--- src/rtl/glyph_rom_arbiter.sv ---
// Two-requester round-robin burst arbiter in front of a single-port glyph ROM.
// One ROM address per READ cycle; each beat returns one cycle later (ROM read latency).
module glyph_rom_arbiter #(
    parameter int ADDR_W = 12,
    parameter int DATA_W = 8
) (
    input  logic              clk,
    input  logic              reset_n,
    input  logic              req0,
    input  logic              req1,
    input  logic [ADDR_W-1:0] addr0,
    input  logic [ADDR_W-1:0] addr1,
    input  logic [3:0]        len0,
    input  logic [3:0]        len1,
    output logic              ack0,
    output logic              ack1,
    output logic [DATA_W-1:0] rsp_data,
    output logic              rsp_valid,
    output logic              rsp_id,
    output logic              rsp_last,
    output logic              busy,
    output logic [ADDR_W-1:0] rom_address,
    output logic              rom_chipselect,
    output logic              rom_clken,
    output logic              rom_write,
    output logic              rom_debugaccess,
    output logic [DATA_W-1:0] rom_writedata,
    input  logic [DATA_W-1:0] rom_readdata
);

    localparam logic [1:0] S_IDLE  = 2'd0;
    localparam logic [1:0] S_READ  = 2'd1;
    localparam logic [1:0] S_DRAIN = 2'd2;

    logic [1:0]        r_state;
    logic              r_ptr;
    logic              r_owner;
    logic [ADDR_W-1:0] r_addr;
    logic [3:0]        r_count;
    logic              r_rsp_valid;
    logic              r_rsp_last;
    logic              r_rsp_id;

    logic w_idle;
    logic w_read;
    logic w_grant0;
    logic w_grant1;

    assign w_idle   = (r_state == S_IDLE);
    assign w_read   = (r_state == S_READ);
    // r_ptr == 0 prefers requester 0; a lone request wins regardless of the pointer
    assign w_grant0 = w_idle && req0 && (!req1 || !r_ptr);
    assign w_grant1 = w_idle && req1 && !w_grant0;

    always_ff @(posedge clk or negedge reset_n) begin
        if (!reset_n) begin
            r_state     <= S_IDLE;
            r_ptr       <= 1'b0;
            r_owner     <= 1'b0;
            r_addr      <= '0;
            r_count     <= '0;
            r_rsp_valid <= 1'b0;
            r_rsp_last  <= 1'b0;
            r_rsp_id    <= 1'b0;
        end else begin
            case (r_state)
                S_IDLE: begin
                    if (w_grant0 || w_grant1) begin
                        r_state <= S_READ;
                        r_owner <= w_grant1;
                        r_addr  <= w_grant1 ? addr1 : addr0;
                        r_count <= w_grant1 ? len1 : len0;
                        r_ptr   <= w_grant0;
                    end
                end
                S_READ: begin
                    // Address stops on the final word so rom_address holds it afterwards
                    if (r_count == 4'd0) begin
                        r_state <= S_DRAIN;
                    end else begin
                        r_count <= r_count - 4'd1;
                        r_addr  <= r_addr + 1'b1;
                    end
                end
                S_DRAIN: r_state <= S_IDLE;
                default: r_state <= S_IDLE;
            endcase

            r_rsp_valid <= w_read;
            r_rsp_last  <= w_read && (r_count == 4'd0);
            if (w_read) begin
                r_rsp_id <= r_owner;
            end
        end
    end

    assign ack0            = reset_n && w_grant0;
    assign ack1            = reset_n && w_grant1;
    assign busy            = !w_idle;
    assign rsp_valid       = r_rsp_valid;
    assign rsp_last        = r_rsp_last;
    assign rsp_id          = r_rsp_id;
    assign rsp_data        = r_rsp_valid ? rom_readdata : '0;
    assign rom_address     = r_addr;
    assign rom_chipselect  = w_read;
    assign rom_clken       = 1'b1;
    assign rom_write       = 1'b0;
    assign rom_debugaccess = 1'b0;
    assign rom_writedata   = '0;

endmodule

--- config.mk ---
export PLATFORM = sky130hd
export DESIGN_NAME = glyph_rom_arbiter
export DESIGN_NICKNAME = d
export VERILOG_FILES = /design/src/rtl/glyph_rom_arbiter.sv
export SDC_FILE = /design/constraint.sdc
export NUM_CORES = 1
export LEC_CHECK = 0
export CAP_MARGIN = 40
export CORE_ASPECT_RATIO = 0.6
export CORE_MARGIN = 2
export CORE_UTILIZATION = 40
export DETAILED_ROUTE_END_ITERATION = 6
export PLACE_DENSITY = 0.77
export RECOVER_POWER = 100
export SLEW_MARGIN = 20
export SYNTH_ARGS = -nofsm -noshare
export SYNTH_HDL_FRONTEND = slang
export SYNTH_SLANG_ARGS = --single-unit
--- constraint.sdc ---
create_clock -name clk -period 2.2 [get_ports clk]
set_input_delay 0.22 -clock clk [delete_from_list [all_inputs] [get_ports clk]]
set_output_delay 0.22 -clock clk [all_outputs]
set_load 0.01 [all_outputs]
* Word-level counts from Yosys, hierarchy flattened
Cells that the tools add are included.
** Word-level totals
- Register bits :: 23
- Output and inout bits :: 38
- Logic and storage cells :: 45
- Input bits :: 44
** Cells by class
- Reductions and logical operators :: 19
- $add $sub $neg :: 2
- Multiplexer cells :: 12
- Eq/ne operators :: 4
** Operators with widths (number)
- two-way mux 12 bit :: 3
- case mux 12 bit (2 select lines) :: 1
- adder 12 x 1 -> 12 bit, second input constant :: 1
- two-way mux 4 bit :: 3
- two-way mux 8 bit :: 1
- case mux 4 bit (2 select lines) :: 1
- logical AND 1 bit :: 7
- logical NOT 1 bit :: 4
- logical NOT 4 bit :: 1
- two-way mux 2 bit :: 2
- != test 2 x 1 -> 1 bit, second input constant :: 2
- case mux 2 bit (2 select lines) :: 1
- AND reduction 2 bit :: 2
- subtractor 4 x 1 -> 4 bit, second input constant :: 1
- AND reduction 3 bit :: 1
- == test 2 x 1 -> 1 bit, second input constant :: 1
- logical NOT 2 bit :: 1
- logical OR 1 bit :: 2
- != test 2 bit, second input constant :: 1
- nonzero test 2 bit :: 1

* Logic depth before layout (Yosys ltp)
- Word-level depth :: 8
- Gate-level depth with buffers :: 9
- Gate-level depth less buffers :: 8

* Least setup slack after synthesis
OpenSTA, ideal clock, no wires.
- Path kind :: flip-flop to flip-flop
- From :: reg r_count[0]
- To :: reg r_addr[3], in the netlist rom_address[3]
- Buffers on the path :: 2
- Library setup time :: 0.129 ns
- Data arrival time :: 1.515 ns
- Cell stages (with the launch flop) :: 9
- Path slack :: 0.556 ns
- Data required time :: 2.071 ns
- Period minus slack after synthesis :: 1.644 ns
- Cell sequence :: dfrtp_1 inv_1 ha_1 nor3b_2 a211o_1 buf_6 buf_6 o21ai_0 o21ai_0
** Between the ends
- Word-level cells in the longest chain between the ends :: 3
** Ends and longest elaborated chain
- start: declaration :: RTL line 39 : logic [3:0] r_count;
- start signal: assignment :: RTL line 72 : r_count <= w_grant1 ? len1 : len0;
- start signal: assignment :: RTL line 81 : r_count <= r_count - 4'd1;
- logical NOT 4 bit :: RTL line 78 : if (r_count == 4'd0) begin
- != test 2 bit (no source line)
- AND reduction 3 bit (no source line)
- end signal: assignment :: RTL line 71 : r_addr <= w_grant1 ? addr1 : addr0;
- end signal: assignment :: RTL line 82 : r_addr <= r_addr + 1'b1;
- end: declaration :: RTL line 38 : logic [ADDR_W-1:0] r_addr;
Every way passes these cells.
A chain may end at the register's enable or synchronous reset.

* Worst setup path after layout
- From :: reg r_state[0]
- To :: out rom_chipselect
** Between the ends
- Word-level cells in the longest chain between the ends :: 1
** Ends and longest elaborated chain
- start: declaration :: RTL line 35 : logic [1:0] r_state;
- start signal: assignment :: RTL line 57 : r_state <= S_IDLE;
- start signal: assignment :: RTL line 69 : r_state <= S_READ;
- start signal: assignment :: RTL line 79 : r_state <= S_DRAIN;
- == test 2 x 1 -> 1 bit :: RTL line 50 : assign w_read = (r_state == S_READ);
- end: declaration :: RTL line 23 : output logic rom_chipselect,
Every way passes these cells.

==> metrics <==
outcome finished, final reports clean; Mean Syn Cell Area 8.34 um2; total grt overflow 0; Syn-to-layout area delta 45.6%; antenna-violating nets left 0; crit path DAT 1.85 ns; Post-Synthesis Cell Area 1640 um2; Worst Path Max Fanout 12; Reg2Reg Setup Slack 0.21 ns; Slew Viols, Final 0; Design Area, Final 2380 um2; Final nets 313; cell accounting for the most synthesized area dfrtp_1; synthesized instance count 196; Pleak 1.02 nW; Worst Setup SP r_state[0]$_DFFE_PN0P_; die area 4630 um2; routing usage on met1 0.342; Inserted Diodes 0; initial core utilization 0.432; H-tree Lvls 1; TritonRoute pass-1 iters 4; asr flop ratio synth 1.00; post-synthesis sequential area ratio 0.352; total clock sinks 23; count of hold-fix buffers inserted at cts 0; Post-CTS Setup Inserts 0; Tcrit/Tclk final 0.939; Slew HR 0.131; ys flop type dfrtp_1; final setup fails 0; hold path startpoint rsp_id$_DFFE_PN0P_; met3 Usage GRT 0.0546; P per Cell Area 1200 nW/um2; critical path's slowest cell clkdlybuf4s50_1; min cycle time layout 2.07 ns; initial antenna violation count 0; Hold WS 0.511 ns; row count 17; CTS tree yes; Final Util 0.629; Worst Hold Path Cells 2; 1st-iter DRT viols 116; FF-to-FF End rom_address[1]$_DFFE_PN0P_; CP Launch Type flip-flop; Num CTS Buffers 3; share of layout cells above drive strength 1 0.0789; Critical R2R Launch r_count[0]$_DFFE_PN0P_; Min-Delay Endpoint rsp_id$_DFFE_PN0P_; max cap viols 0; top cells by area, synth dfrtp_1 (35%), a21oi_1 (5.5%), buf_4 (5.5%); WL/cell 15.6 um; final wirelength 4.87 mm; CP peak stage delay 0.61 ns; RePlAce Congestion 0.876; HPWL Detailed 3.80 mm; R2R depth 8; worst-path cell chain nand2b_1 -> inv_1 -> clkdlybuf4s50_1; Worst-Margin Slew 1.30 ns; CP bufs+invs 2; Achievable Freq 484 MHz; Chip Height 53.5 um; Yosys top cell area share 0.352; clk_lat worst skew 0.28 ns; worst path required time 1.98 ns; # DRC 0; IO Pins 82; crit path capture type output pin; Layout Skew 0.00240 ns; maximum clock path buffer count 2; Fin. Hold Viols 0; WS Path Type reg -> out; largest net degree at the start of global routing 24; Via density 5.38; number of synthesized flops with an enable pin 0; fillers 347; CP delay by family, top buffers and inverters; Worst-path clk slew 0.09 ns; Die X 86.5 um; worst vdd ir 0.530 mV; M2 GR Usage 0.318; HP Class reg -> reg; IO buf count 70; vias in the first global route 1506; wire length of the first global-routing pass 7.89 mm; gr usage total 0.224; post-synthesis cell type count 48; core area 3790 um2; instance area at placement 2330 um2; clk root buf clkbuf_8; DR vias 1684; register bit total from synthesis 23; GRT Max-Usage Layer met1; Synth warnings 0
layer usage:
layer	share of wire	vias to the layer above
met5	0	-
met4	0.0060	0
met3	0.083	5
met2	0.41	74
met1	0.50	774
li1	-	831
timing repair:
item,in CTS,in global routing
endpoints found under the setup margin,0,1
hold endpoints to repair,0,0
gates resized for setup,0,1
cell usage in the layout, fill, tap and decap left out, types with 5 or more instances in the layout:
cell | netlist | routed
clkdlybuf4s50_1 | 0 | 69
dfrtp_1 | 23 | 23
nand2_1 | 22 | 22
a21oi_1 | 18 | 18
o21ai_0 | 14 | 14
and2_1 | 11 | 11
nor2_1 | 11 | 11
conb_1 | 2 | 11
a31oi_1 | 8 | 8
buf_4 | 12 | 8
inv_1 | 4 | 5
nand4_1 | 5 | 5
synth_stat cells (all sizes together) (3+ instances only):
cell type,count
dfrtp,23
nand2,22
buf,20
a21oi,19
o21ai,15
nor2,12
and2,11
a31oi,8
inv,6
nand4,5
mux2i,4
nand3,4
nor3,4
o311ai,4
a211o,3
nand2b,3
stage by stage:
stage	setup TNS (ns)	setup slack, ns	cells	power [mW]
2_1_floorplan	0	0.556	205	1.88
5_1_grt	-0.00241	-0.00241	313	3.09
3_5_place_dp	0	0.199	309	2.56
6_report	0	0.133	313	2.85
3_3_place_gp	0	0.274	309	2.53
4_1_cts	0	0.133	313	2.84
sequential cells by signal (all words and copies together) (netlist names):
name         count
rsp_last         1
rom_address     12
rsp_id           1
r_ptr            1
r_state          2
r_count          4
rsp_valid        1
r_owner          1
area by class of cell:
cell class | count | area, um2 | share of cell area
multi-input combinational | 154 | 911 | 0.383
timing repair buffer | 79 | 764 | 0.321
sequential | 23 | 576 | 0.242
tap | 47 | 58.8 | 0.0247
clock buffer | 3 | 41.3 | 0.0173
inverter | 6 | 25.0 | 0.0105
clock inverter | 1 | 5.00 | 0.00210
worst register-to-register path: cells and delay by family (launching register included):
kind            cells  cell delay (ns)
compound gates      4             0.85
flops               1             0.39
buf+inv             2             0.29
fa+ha+maj           1             0.22
simple gates        1             0.18
kinds of logic after synthesis:
| logic type | count (synthesis) | synth area share |
|---|---|---|
| AND/OR/NAND/NOR | 71 | 0.225 |
| AO/OA/AOI/OAI | 65 | 0.257 |
| buffers and inverters | 28 | 0.115 |
| flip-flops | 23 | 0.352 |
| multiplexers | 5 | 0.0314 |
| adder cells (fa/ha/maj) | 2 | 0.0153 |
| other | 2 | 0.00459 |
how the worst max path moves through the flow:
stage	slack (ns)	to	cells past startpoint
finish	0.13	rom_chipselect	3
detailed placement	0.20	r_count[1]$_DFFE_PN0P_	7
CTS	0.13	ack0	4
global placement	0.27	rom_address[4]$_DFFE_PN0P_	5
floorplan	0.56	rom_address[3]$_DFFE_PN0P_	8
global route	-0.002	ack0	4
report_power, final:
group | switching (mW) | total [mW] | leakage [nW] | internal, mW
registers | 0.263 | 0.892 | 0.266 | 0.629
clock network | 0.152 | 0.280 | 0.0255 | 0.127
logic | 0.825 | 1.68 | 0.727 | 0.856
No activity file was read; power rests on OpenSTA's default activity.
